`src/rtl/i2c_rpt_arb_pkg.sv`:
```
// Shared types and constants for the two-channel I2C repeater arbiter.
package i2c_pkg;

  typedef enum logic [2:0] {
    IDLE    = 3'd0,
    OWN_A   = 3'd1,
    OWN_B   = 3'd2,
    RELEASE = 3'd3,
    BYPASS  = 3'd4
  } arb_state_t;

  localparam logic SDA_RST   = 1'b1;
  localparam int   GUARD_DEF = 4;

endpackage

```
`src/rtl/i2c_rpt_arb_chan.sv`:
```
// Per-channel pending flag plus registered hold / returned-SDA outputs.
module i2c_rpt_arb_chan
  import i2c_pkg::*;
(
  input  logic clk_i,
  input  logic srst_i,
  input  logic start_i,
  input  logic stop_i,
  input  logic own_q_i,
  input  logic own_d_i,
  input  logic clr_i,
  input  logic dn_sda_i,
  output logic req_o,
  output logic hold_o,
  output logic sda_o
);

  logic pend_q, pend_d;
  logic hold_q, hold_d;
  logic sda_q, sda_d;

  // Request as seen this cycle: a stop always wins over a same-cycle start.
  assign req_o = ~stop_i & (pend_q | (start_i & ~own_q_i));

  always_comb begin
    pend_d = (clr_i | own_d_i) ? 1'b0 : req_o;
    hold_d = pend_d;
    sda_d  = own_d_i ? dn_sda_i : SDA_RST;
  end

  always_ff @(posedge clk_i) begin
    if (srst_i) begin
      pend_q <= 1'b0;
      hold_q <= 1'b0;
      sda_q  <= SDA_RST;
    end else begin
      pend_q <= pend_d;
      hold_q <= hold_d;
      sda_q  <= sda_d;
    end
  end

  assign hold_o = hold_q;
  assign sda_o  = sda_q;

endmodule

```
`src/rtl/i2c_rpt_arb.sv`:
```
// Grants the shared downstream repeater path to channel a or b per transaction,
// with round-robin tie-break, a post-release guard gap and an ownership timeout.
module i2c_rpt_arb
  import i2c_pkg::*;
#(
  parameter int GUARD = GUARD_DEF,
  parameter int TO_W  = 8
) (
  input  logic            ck_ref,
  input  logic            rst_ref,
  input  logic            test_mode,
  input  logic [TO_W-1:0] r_arb_timeout,
  input  logic            i2c_a_spc_start,
  input  logic            i2c_b_spc_start,
  input  logic            i2c_a_spc_stop,
  input  logic            i2c_b_spc_stop,
  input  logic            i2c_a_spc_scl_fall,
  input  logic            i2c_b_spc_scl_fall,
  input  logic            i2c_a_spc_sda_state,
  input  logic            i2c_b_spc_sda_state,
  input  logic            dn_sda_in,
  output logic            rpt_a_hold,
  output logic            rpt_b_hold,
  output logic            rpt_a_sda,
  output logic            rpt_b_sda,
  output logic            dn_sda_out,
  output logic            grant_a,
  output logic            grant_b,
  output logic            arb_to_pulse
);

  arb_state_t      state_q, state_d;
  logic [TO_W-1:0] cnt_q, cnt_d;
  logic [3:0]      guard_q, guard_d;
  logic            last_b_q, last_b_d;
  logic            first_q;
  logic            to_d;
  logic            grant_a_q, grant_b_q, dout_q, to_q;
  logic            req_a, req_b;
  logic            own_fall, own_start, own_stop;
  logic            own_a_d, own_b_d, clr_d;

  assign own_a_d = (state_d == OWN_A);
  assign own_b_d = (state_d == OWN_B);
  assign clr_d   = (state_d == BYPASS);

  always_comb begin
    state_d   = state_q;
    cnt_d     = cnt_q;
    guard_d   = guard_q;
    last_b_d  = last_b_q;
    to_d      = 1'b0;
    own_fall  = (state_q == OWN_A) ? i2c_a_spc_scl_fall : i2c_b_spc_scl_fall;
    own_start = (state_q == OWN_A) ? i2c_a_spc_start    : i2c_b_spc_start;
    own_stop  = (state_q == OWN_A) ? i2c_a_spc_stop     : i2c_b_spc_stop;
    if (test_mode) begin
      state_d = BYPASS;
      cnt_d   = '0;
      guard_d = '0;
    end else begin
      case (state_q)
        IDLE: begin
          cnt_d   = '0;
          guard_d = '0;
          if (req_a && (!req_b || last_b_q)) begin
            state_d  = OWN_A;
            last_b_d = 1'b0;
          end else if (req_b) begin
            state_d  = OWN_B;
            last_b_d = 1'b1;
          end
        end
        OWN_A, OWN_B: begin
          // The first owned cycle counts as a fresh SCL edge for the timeout.
          if (own_fall || own_start || first_q) cnt_d = '0;
          else if (cnt_q != '1)                 cnt_d = cnt_q + TO_W'(1);
          if (own_stop) begin
            state_d = RELEASE;
            guard_d = '0;
          end else if ((r_arb_timeout != '0) && (cnt_d >= r_arb_timeout)) begin
            state_d = RELEASE;
            guard_d = '0;
            to_d    = 1'b1;
          end
        end
        RELEASE: begin
          cnt_d = '0;
          if (guard_q == 4'(GUARD - 1)) state_d = IDLE;
          else                          guard_d = guard_q + 4'd1;
        end
        default: begin
          state_d = IDLE;
          cnt_d   = '0;
          guard_d = '0;
        end
      endcase
    end
  end

  always_ff @(posedge ck_ref) begin
    if (rst_ref) begin
      state_q   <= IDLE;
      cnt_q     <= '0;
      guard_q   <= '0;
      last_b_q  <= 1'b1;
      first_q   <= 1'b0;
      grant_a_q <= 1'b0;
      grant_b_q <= 1'b0;
      dout_q    <= SDA_RST;
      to_q      <= 1'b0;
    end else begin
      state_q   <= state_d;
      cnt_q     <= cnt_d;
      guard_q   <= guard_d;
      last_b_q  <= last_b_d;
      first_q   <= (own_a_d && state_q != OWN_A) || (own_b_d && state_q != OWN_B);
      grant_a_q <= own_a_d;
      grant_b_q <= own_b_d;
      dout_q    <= own_a_d ? i2c_a_spc_sda_state :
                   own_b_d ? i2c_b_spc_sda_state : SDA_RST;
      to_q      <= to_d;
    end
  end

  i2c_rpt_arb_chan u_chan_a (
    .clk_i    (ck_ref),
    .srst_i   (rst_ref),
    .start_i  (i2c_a_spc_start),
    .stop_i   (i2c_a_spc_stop),
    .own_q_i  (state_q == OWN_A),
    .own_d_i  (own_a_d),
    .clr_i    (clr_d),
    .dn_sda_i (dn_sda_in),
    .req_o    (req_a),
    .hold_o   (rpt_a_hold),
    .sda_o    (rpt_a_sda)
  );

  i2c_rpt_arb_chan u_chan_b (
    .clk_i    (ck_ref),
    .srst_i   (rst_ref),
    .start_i  (i2c_b_spc_start),
    .stop_i   (i2c_b_spc_stop),
    .own_q_i  (state_q == OWN_B),
    .own_d_i  (own_b_d),
    .clr_i    (clr_d),
    .dn_sda_i (dn_sda_in),
    .req_o    (req_b),
    .hold_o   (rpt_b_hold),
    .sda_o    (rpt_b_sda)
  );

  assign grant_a      = grant_a_q;
  assign grant_b      = grant_b_q;
  assign dn_sda_out   = dout_q;
  assign arb_to_pulse = to_q;

endmodule

```
`config.mk`:
```
export PLATFORM = sky130hd
export DESIGN_NAME = i2c_rpt_arb
export DESIGN_NICKNAME = d
export VERILOG_FILES = /design/src/rtl/i2c_rpt_arb_pkg.sv /design/src/rtl/i2c_rpt_arb_chan.sv /design/src/rtl/i2c_rpt_arb.sv
export SDC_FILE = /design/constraint.sdc
export NUM_CORES = 1
export LEC_CHECK = 0
export CORE_MARGIN = 5
export CORE_UTILIZATION = 51
export DETAILED_ROUTE_END_ITERATION = 10
export HOLD_SLACK_MARGIN = 0.03
export PLACE_DENSITY = 0.79
export SETUP_SLACK_MARGIN = 0.5
export SLEW_MARGIN = 20
export SYNTH_ARGS = -nofsm -noshare
export SYNTH_HDL_FRONTEND = slang
export SYNTH_SLANG_ARGS = --single-unit
```
`constraint.sdc`:
```
create_clock -name ck_ref -period 4.5 [get_ports ck_ref]
set_input_delay 1.35 -clock ck_ref [delete_from_list [all_inputs] [get_ports ck_ref]]
set_output_delay 1.35 -clock ck_ref [all_outputs]
set_load 0.03 [all_outputs]
```
==> metrics <==
status finished, final reports clean; Synth Cell Area 0.00144 mm^2; Tightest Pin Transition 0.481 ns; filler cell count 207; Worst Skew roughly 0.0027 ns; ys flop type dfxtp_1; ANT nets after route 0; CTS Hold Bufs 0; Mapped Nets between 200 and 250; Setup-failing EPs final 0; final non-filler cell total 236; slowest cell delay on critical path 0.44 ns; GRT Util Overall 0.185; synth unique cells 46; CTS Buf Count 3; critical path peak fanout 5; FFs w/ async S/R, synth 0; initial antenna violation count 0; TritonRoute pass-1 iters 4; FMAX between 200 and 300 MHz; final-report max-slew violation count 0; vias in the first global route approximately 1,400; placed instance count 228; first-pass GRT wire length 5.98 mm; critical path class in -> reg; # IOs 28; DPL Wire Length around 2.8 mm; Startpoint Class input port; TritonCTS clock tree built; worst vdd ir approximately 0.17 mV; Cell Area, Placed roughly 0.0018 mm^2; Max Cap Viol 0; total negative setup slack 0 ns; Die Span X 63.2 um; Die H ~63 um; final WL ~3.7 mm; Initial Util 0.527; die area 0.00399 mm^2; routed len/inst ~16 um; final core occ 0.703; Slew HR 0.676; slowest stage cell, crit path or3_4; pwr/cell area between 200 and 250 mW/mm^2; total gr overflow 0; post-synthesis cell count 171; fin area just under 0.002 mm^2; fin crit period 3.99 ns; Lkg Pwr about 0.00074 uW; crit path DAT approximately 4.2 ns; Power Total 404 uW; port buffer count 27; RePlAce Congestion about 0.87; Worst Setup End Kind register; post-layout net count 236; DR vias roughly 1,400; final hold viol count 0; ant diodes 0; Yosys reg bits 25; Clock Latency Late Sink between 0.3 and 0.4 ns; CP Data Required Time approximately 4.7 ns; Layout area overhead 33.4%; initial DRC count 94; hold_sp guard_q[0]$_SDFFE_PP0P_; Reg clk slew, reported paths 0.14 ns; clock sink count 25; period utilisation layout 0.887; largest net degree at the start of global routing 14; critical path launch point i2c_a_spc_scl_fall; DR vias/cell ~5.9; Core ar. around 0.0027 mm^2; RSZ-0062 raised after global routing false; H-tree depth 1; crit path cell chain dlymetal6s2s_1, nor2_2, a21oi_2, or2_4, or2_4, ha_4, nand2b_4, a2111o_1, a32oi_2, a31oi_2, or3_4, or3_1; HP Class reg -> reg; Top cell by count, worst path or2_4; Worst R2R Start state_q[0]$_SDFF_PP0_; Avg Cell Area, Syn between 8 and 9 um^2; YS warnings 0; clock root buffer master clkbuf_4; layout cells sized above 1 0.210; register area share after synthesis 0.347; row cnt 19; drc violations 0; clock buffer depth 2; Post-synth EDFFs 0
[sequential cells by signal, indices dropped and copies added (netlist names)]
| signal | cells |
|---|---|
| cnt_q | 8 |
| guard_q | 4 |
| state_q | 3 |
| arb_to_pulse | 1 |
| dn_sda_out | 1 |
| first_q | 1 |
| grant_a | 1 |
| grant_b | 1 |
| last_b_q | 1 |
| u_chan_a.pend_q | 1 |
| u_chan_a.sda_o | 1 |
| u_chan_b.pend_q | 1 |
| u_chan_b.sda_o | 1 |
[kinds of logic after synthesis]
family,Yosys count,share of synthesized area
mux,2,0.0139
fa+ha+maj,10,0.0868
compound gates,34,0.174
simple gates,80,0.311
xor+xnor,4,0.0243
flops,25,0.347
buf+inv,16,0.0434
[report_power, final]
part / total, uW / switching, uW / internal (uW)
sequential: 229 / 4.14 / 224
combinational: 72.6 / 33.2 / 39.4
clock: 103 / 68.5 / 34.8
total: 404 / 106 / 299
[critical path, delay by kind of cell]
kind | cells | cell delay [ns]
adders and majority gates | 1 | 0.23
and+or+nand+nor | 6 | 1.61
AOI/OAI and AO/OA | 4 | 0.89
buffers and inverters | 1 | 0.13
[per-layer routing]
metal	GRT usage	up-vias	share of wire
li1	-	694	-
met1	0.202	651	0.41
met2	0.342	45	0.51
met3	0.0444	11	0.053
met4	0.0637	0	0.024
met5	0	-	0
[synthesized netlist by cell type, drive strengths merged, types with 2 or more instances]
cell	instances	area (um^2)
nand2	5	18.8
or3	6	42.5
clkbuf	3	11.3
a21oi	8	40.0
nor2b	2	12.5
nor3	9	45.0
xor2	2	17.5
nor2	20	75.1
nand2b	2	12.5
a211oi	2	20.0
a31oi	2	12.5
nor4	5	31.3
dfxtp	25	500
nor3b	3	27.5
buf	3	13.8
and3	6	37.5
o21ai	8	40.0
o21ba	2	20.0
nand4	4	25.0
and2	2	12.5
xnor2	2	17.5
o311a	2	20.0
inv	10	37.5
ha	10	125
or2	6	37.5
mux2i	2	20.0
nand3	6	30.0
[final cells by class]
type / instances / area [um^2] / area share
inverter: 10 / 37.5 / 0.0195
multi-input combinational: 130 / 981 / 0.510
timing repair buffer: 36 / 339 / 0.176
tap: 31 / 38.8 / 0.0202
clock buffer: 4 / 26.3 / 0.0137
sequential: 25 / 500 / 0.260
[cells in the final DEF, fill, tap and decap left out, types with 2 or more instances in the layout]
master	count
dfxtp_1	25
clkdlybuf4s50_1	23
nor2_1	18
inv_1	10
ha_1	8
buf_4	8
o21ai_0	7
and3_1	6
nand3_1	6
nor3_1	6
a21oi_1	5
nand2_1	5
nor4_1	5
or3_1	5
nand4_1	4
or2_2	4
a21oi_2	3
clkbuf_4	3
nor2_2	2
or2_4	2
and2_1	2
mux2i_1	2
xor2_1	2
nor3_2	2
xnor2_1	2
nor3b_1	2
o21ba_2	2
o311a_1	2
nor2b_1	2
ha_4	2
clkbuf_2	2
[worst paths after layout]
kind         depth (start not counted)  slack (ns)                   endpoint
max                                 12        0.51  u_chan_a.sda_o$_SDFF_PP1_
min                                  2        0.52    guard_q[0]$_SDFFE_PP0P_
max reg2reg                         11        0.78  u_chan_a.sda_o$_SDFF_PP1_
min reg2reg                          2        0.52    guard_q[0]$_SDFFE_PP0P_
[per-stage QoR]
| stage | worst slack, ns | hold slack (ns) |
|---|---|---|
| floorplan | 0.371 | 0.465 |
| global placement | 0.00409 | 0.485 |
| detailed placement | -0.0853 | 0.500 |
| CTS | 0.501 | 0.518 |
| global route | 0.474 | 0.572 |
| finish | 0.510 | 0.515 |
[what timing repair did]
action | CTS | global route
setup endpoints to repair | 7 | 8
setup buffers | 3 | 1
cloned | 0 | 0
endpoints found under the hold margin | 0 | 0
gates resized for setup | 8 | 19
pin swaps | 12 | 14
Note: power is estimated with default switching activity, not from simulation.
==> edit (same flow settings) <==
Reset style: asynchronous (`rst_ref` and `srst_i`), changed in 2 clocked blocks.
--- a/src/rtl/i2c_rpt_arb_chan.sv
+++ b/src/rtl/i2c_rpt_arb_chan.sv
@@ -28,7 +28,7 @@
     sda_d  = own_d_i ? dn_sda_i : SDA_RST;
   end
 
-  always_ff @(posedge clk_i) begin
+  always_ff @(posedge clk_i or posedge srst_i) begin
     if (srst_i) begin
       pend_q <= 1'b0;
       hold_q <= 1'b0;
--- a/src/rtl/i2c_rpt_arb.sv
+++ b/src/rtl/i2c_rpt_arb.sv
@@ -97,7 +97,7 @@
     end
   end
 
-  always_ff @(posedge ck_ref) begin
+  always_ff @(posedge ck_ref or posedge rst_ref) begin
     if (rst_ref) begin
       state_q   <= IDLE;
       cnt_q     <= '0;
Behaviour: differs if rst_ref is asserted again (counterexample within 4 cycles, from zero or initial values and one cycle with rst_ref high); with rst_ref held inactive, the same outputs for 10 cycles.
==> edit against the original RTL <==
- routed wire length fell by 1.8%
- design area rose by 1.8%
- global-route usage fell by 0.098 points
- power fell by 0.80%
- sequential cell count did not move
- final cell count rose by 3.8%
- setup slack improved by 0.076 ns
- synthesized cell count rose by 2.3%
- critical path depth fell by 2
- area after synthesis rose by 13%
- critical path type unchanged
- critical endpoint is now u_chan_b.sda_o
- largest cell class unchanged
==> edit: results (changes against the original RTL) <==
[run_status]
outcome=completed

[drt]
drt-total-wl_um=3679  ; -1.8%
first_pass_iters=4  ; unchanged
first_iter_violations=43  ; -54%
via_per_inst=5.694  ; -4.1%

[cts]
clkTransAtPathRegs_ns=0.14  ; about the same
clockBufferDepth=2  ; unchanged
numCtsBuffers=3  ; unchanged
htree_levels=1  ; unchanged
worst_skew_pair.late_latency_ns=0.32  ; about the same
cts-root-buf=clkbuf_4

[setup_path]
crit_fanout=3  ; -2
critPathTopFamily=simple AND/OR/NAND/NOR gates
critPathSlowestCell=or4_1
r2r_cells=10  ; -1
cp.arrival_ns=4.18  ; -0.03 ns
slowest_delay_ns=0.50  ; +0.06 ns

[yosys]
yosys-top-cells-area=dfrtp_1 (32%), ha_1 (7.7%), dfstp_2 (6.5%), nor2_1 (5.6%), o21ai_0 (3.7%)
synth_seq_area_share_pct=38.89  ; +4.2 points
synth-main-ff-cell=dfrtp_1
synth_nets=205  ; +2.0%
ys_async_sr_fraction_pct=100.0  ; +100 points
yosys_warnings=0  ; unchanged
yosys-top-cells-count=nor2_1 (24), dfrtp_1 (21), inv_1 (13), o21ai_0 (12), ha_1 (10)
synth.distinct_cells=47  ; +2.2%

[sta]
skew_ns=0.006911  ; +0.004179 ns
relSlewSlack_pct=36.84  ; -31 points
hold_viol_final=0  ; unchanged

[worst_hold_path]
min_path_type=flop to flop
worstHoldPathCells=2  ; unchanged

[global_routing]
grt_pass1_wl_um=6251  ; +4.6%
grt_pass1_vias=1402  ; +2.0%
antenna_found_initial=0  ; unchanged
track_usage_pct=18.39  ; -0.098 points
grt_max_degree=26  ; +12

[finish]
layout-drive-gt1-share_pct=9.453  ; -12 points
nets=232  ; -1.7%
fillers=265  ; +28%
antenna_cells=0  ; unchanged
top_regs=cnt_q (8), guard_q (4), state_q (3)

[placement]
place.detailed.hpwl_um=2954  ; +4.5%
portBuffers=27  ; unchanged
gp_congestion=0.9123  ; +4.5%
post_dp_cell_area_mm2=0.001913  ; +6.7%

[power]
peakVddDrop_uv=125.9  ; -24%
p_leak_nw=0.8630  ; +16%

edit: cell types whose count changed in the layout (fill, tap and decap cells not counted), moves of 4 or more:
cell,change
nor2_1,+6
dfxtp_1,-25
nor3_1,-4
dfrtp_1,+21
clkdlybuf4s50_1,+4
buf_4,-7
dfstp_2,+4
or3_1,-4
o21ai_0,+5
edit: cells by family (layout without fill, tap and decap cells):
family | after synthesis | after routing | synth area share (%)
AO/OA/AOI/OAI | 44 | 44 | 19.29
XOR/XNOR | 4 | 4 | 2.160
adder cells (fa/ha/maj) | 10 | 10 | 7.716
buffers and inverters | 19 | 45 | 5.556
flip-flops | 25 | 25 | 38.89
multiplexers | 3 | 3 | 1.852
AND/OR/NAND/NOR | 70 | 70 | 24.54
edit: where the power goes:
group	internal, mW	switching, mW
Combinational	0.0333	0.0322
Sequential	0.229	0.00444
Clock	0.0333	0.0691
Total	0.295	0.106
edit: final cells by class:
cell class | instances | area, µm² | area share (%)
repair buffers | 28 | 277.8 | 14.19
well taps | 44 | 55.05 | 2.813
inverters | 13 | 48.80 | 2.494
clock inverters | 1 | 5.005 | 0.2558
flip-flops and latches | 25 | 630.6 | 32.23
clock buffers | 3 | 22.52 | 1.151
multi-input cells | 131 | 917.1 | 46.87
edit: final timing paths:
check                                         from        endpoint  slack (ns)
worst min-delay path                      last_b_q        last_b_q        0.52
max in group asynchronous                  rst_ref      guard_q[2]        2.40
worst max register to register          state_q[1]  u_chan_b.sda_o        1.37
min in group asynchronous                  rst_ref         grant_b        1.52
worst max-delay path            i2c_a_spc_scl_fall  u_chan_b.sda_o        0.59
worst min register to register            last_b_q        last_b_q        0.52
edit: worst register-to-register path, cell delays in order, from the launching register on:
cell and delay, ns:
dfrtp_1 0.52, nand2b_4 0.22, or4_1 0.41, a21o_1 0.18, nand2b_1 0.15, ha_1 0.27, nand2b_1 0.19, a2111oi_4 0.38
o211ai_1 0.19, a21o_1 0.21, or3_1 0.35
edit: metrics by stage:
| step | setup slack, ns | power (mW) | cells |
|---|---|---|---|
| after CTS | 0.5510 | 0.4021 | 245 |
| after detailed placement | 0.1936 | 0.3013 | 241 |
| after global routing | 0.5130 | 0.4234 | 245 |
| after global placement | 0.3341 | 0.2994 | 241 |
| final | 0.5854 | 0.4012 | 245 |
| after floorplan | 0.6803 | 0.2722 | 175 |
edit: what timing repair did:
item,4_1_cts,5_1_grt
resized for setup,0,2
endpoints found under the setup margin,0,7
setup buffers,0,0
edit: per-layer routing:
layer  GRT usage [%]  routed length, µm  part of all wire, %  vias up
met5               0                  0                    0        -
met4           5.838                 44                  1.2        0
li1                -                  -                    -      684
met2           33.83               2031                   55       30
met3           2.721                 81                  2.2        6
met1           21.59               1522                   41      675
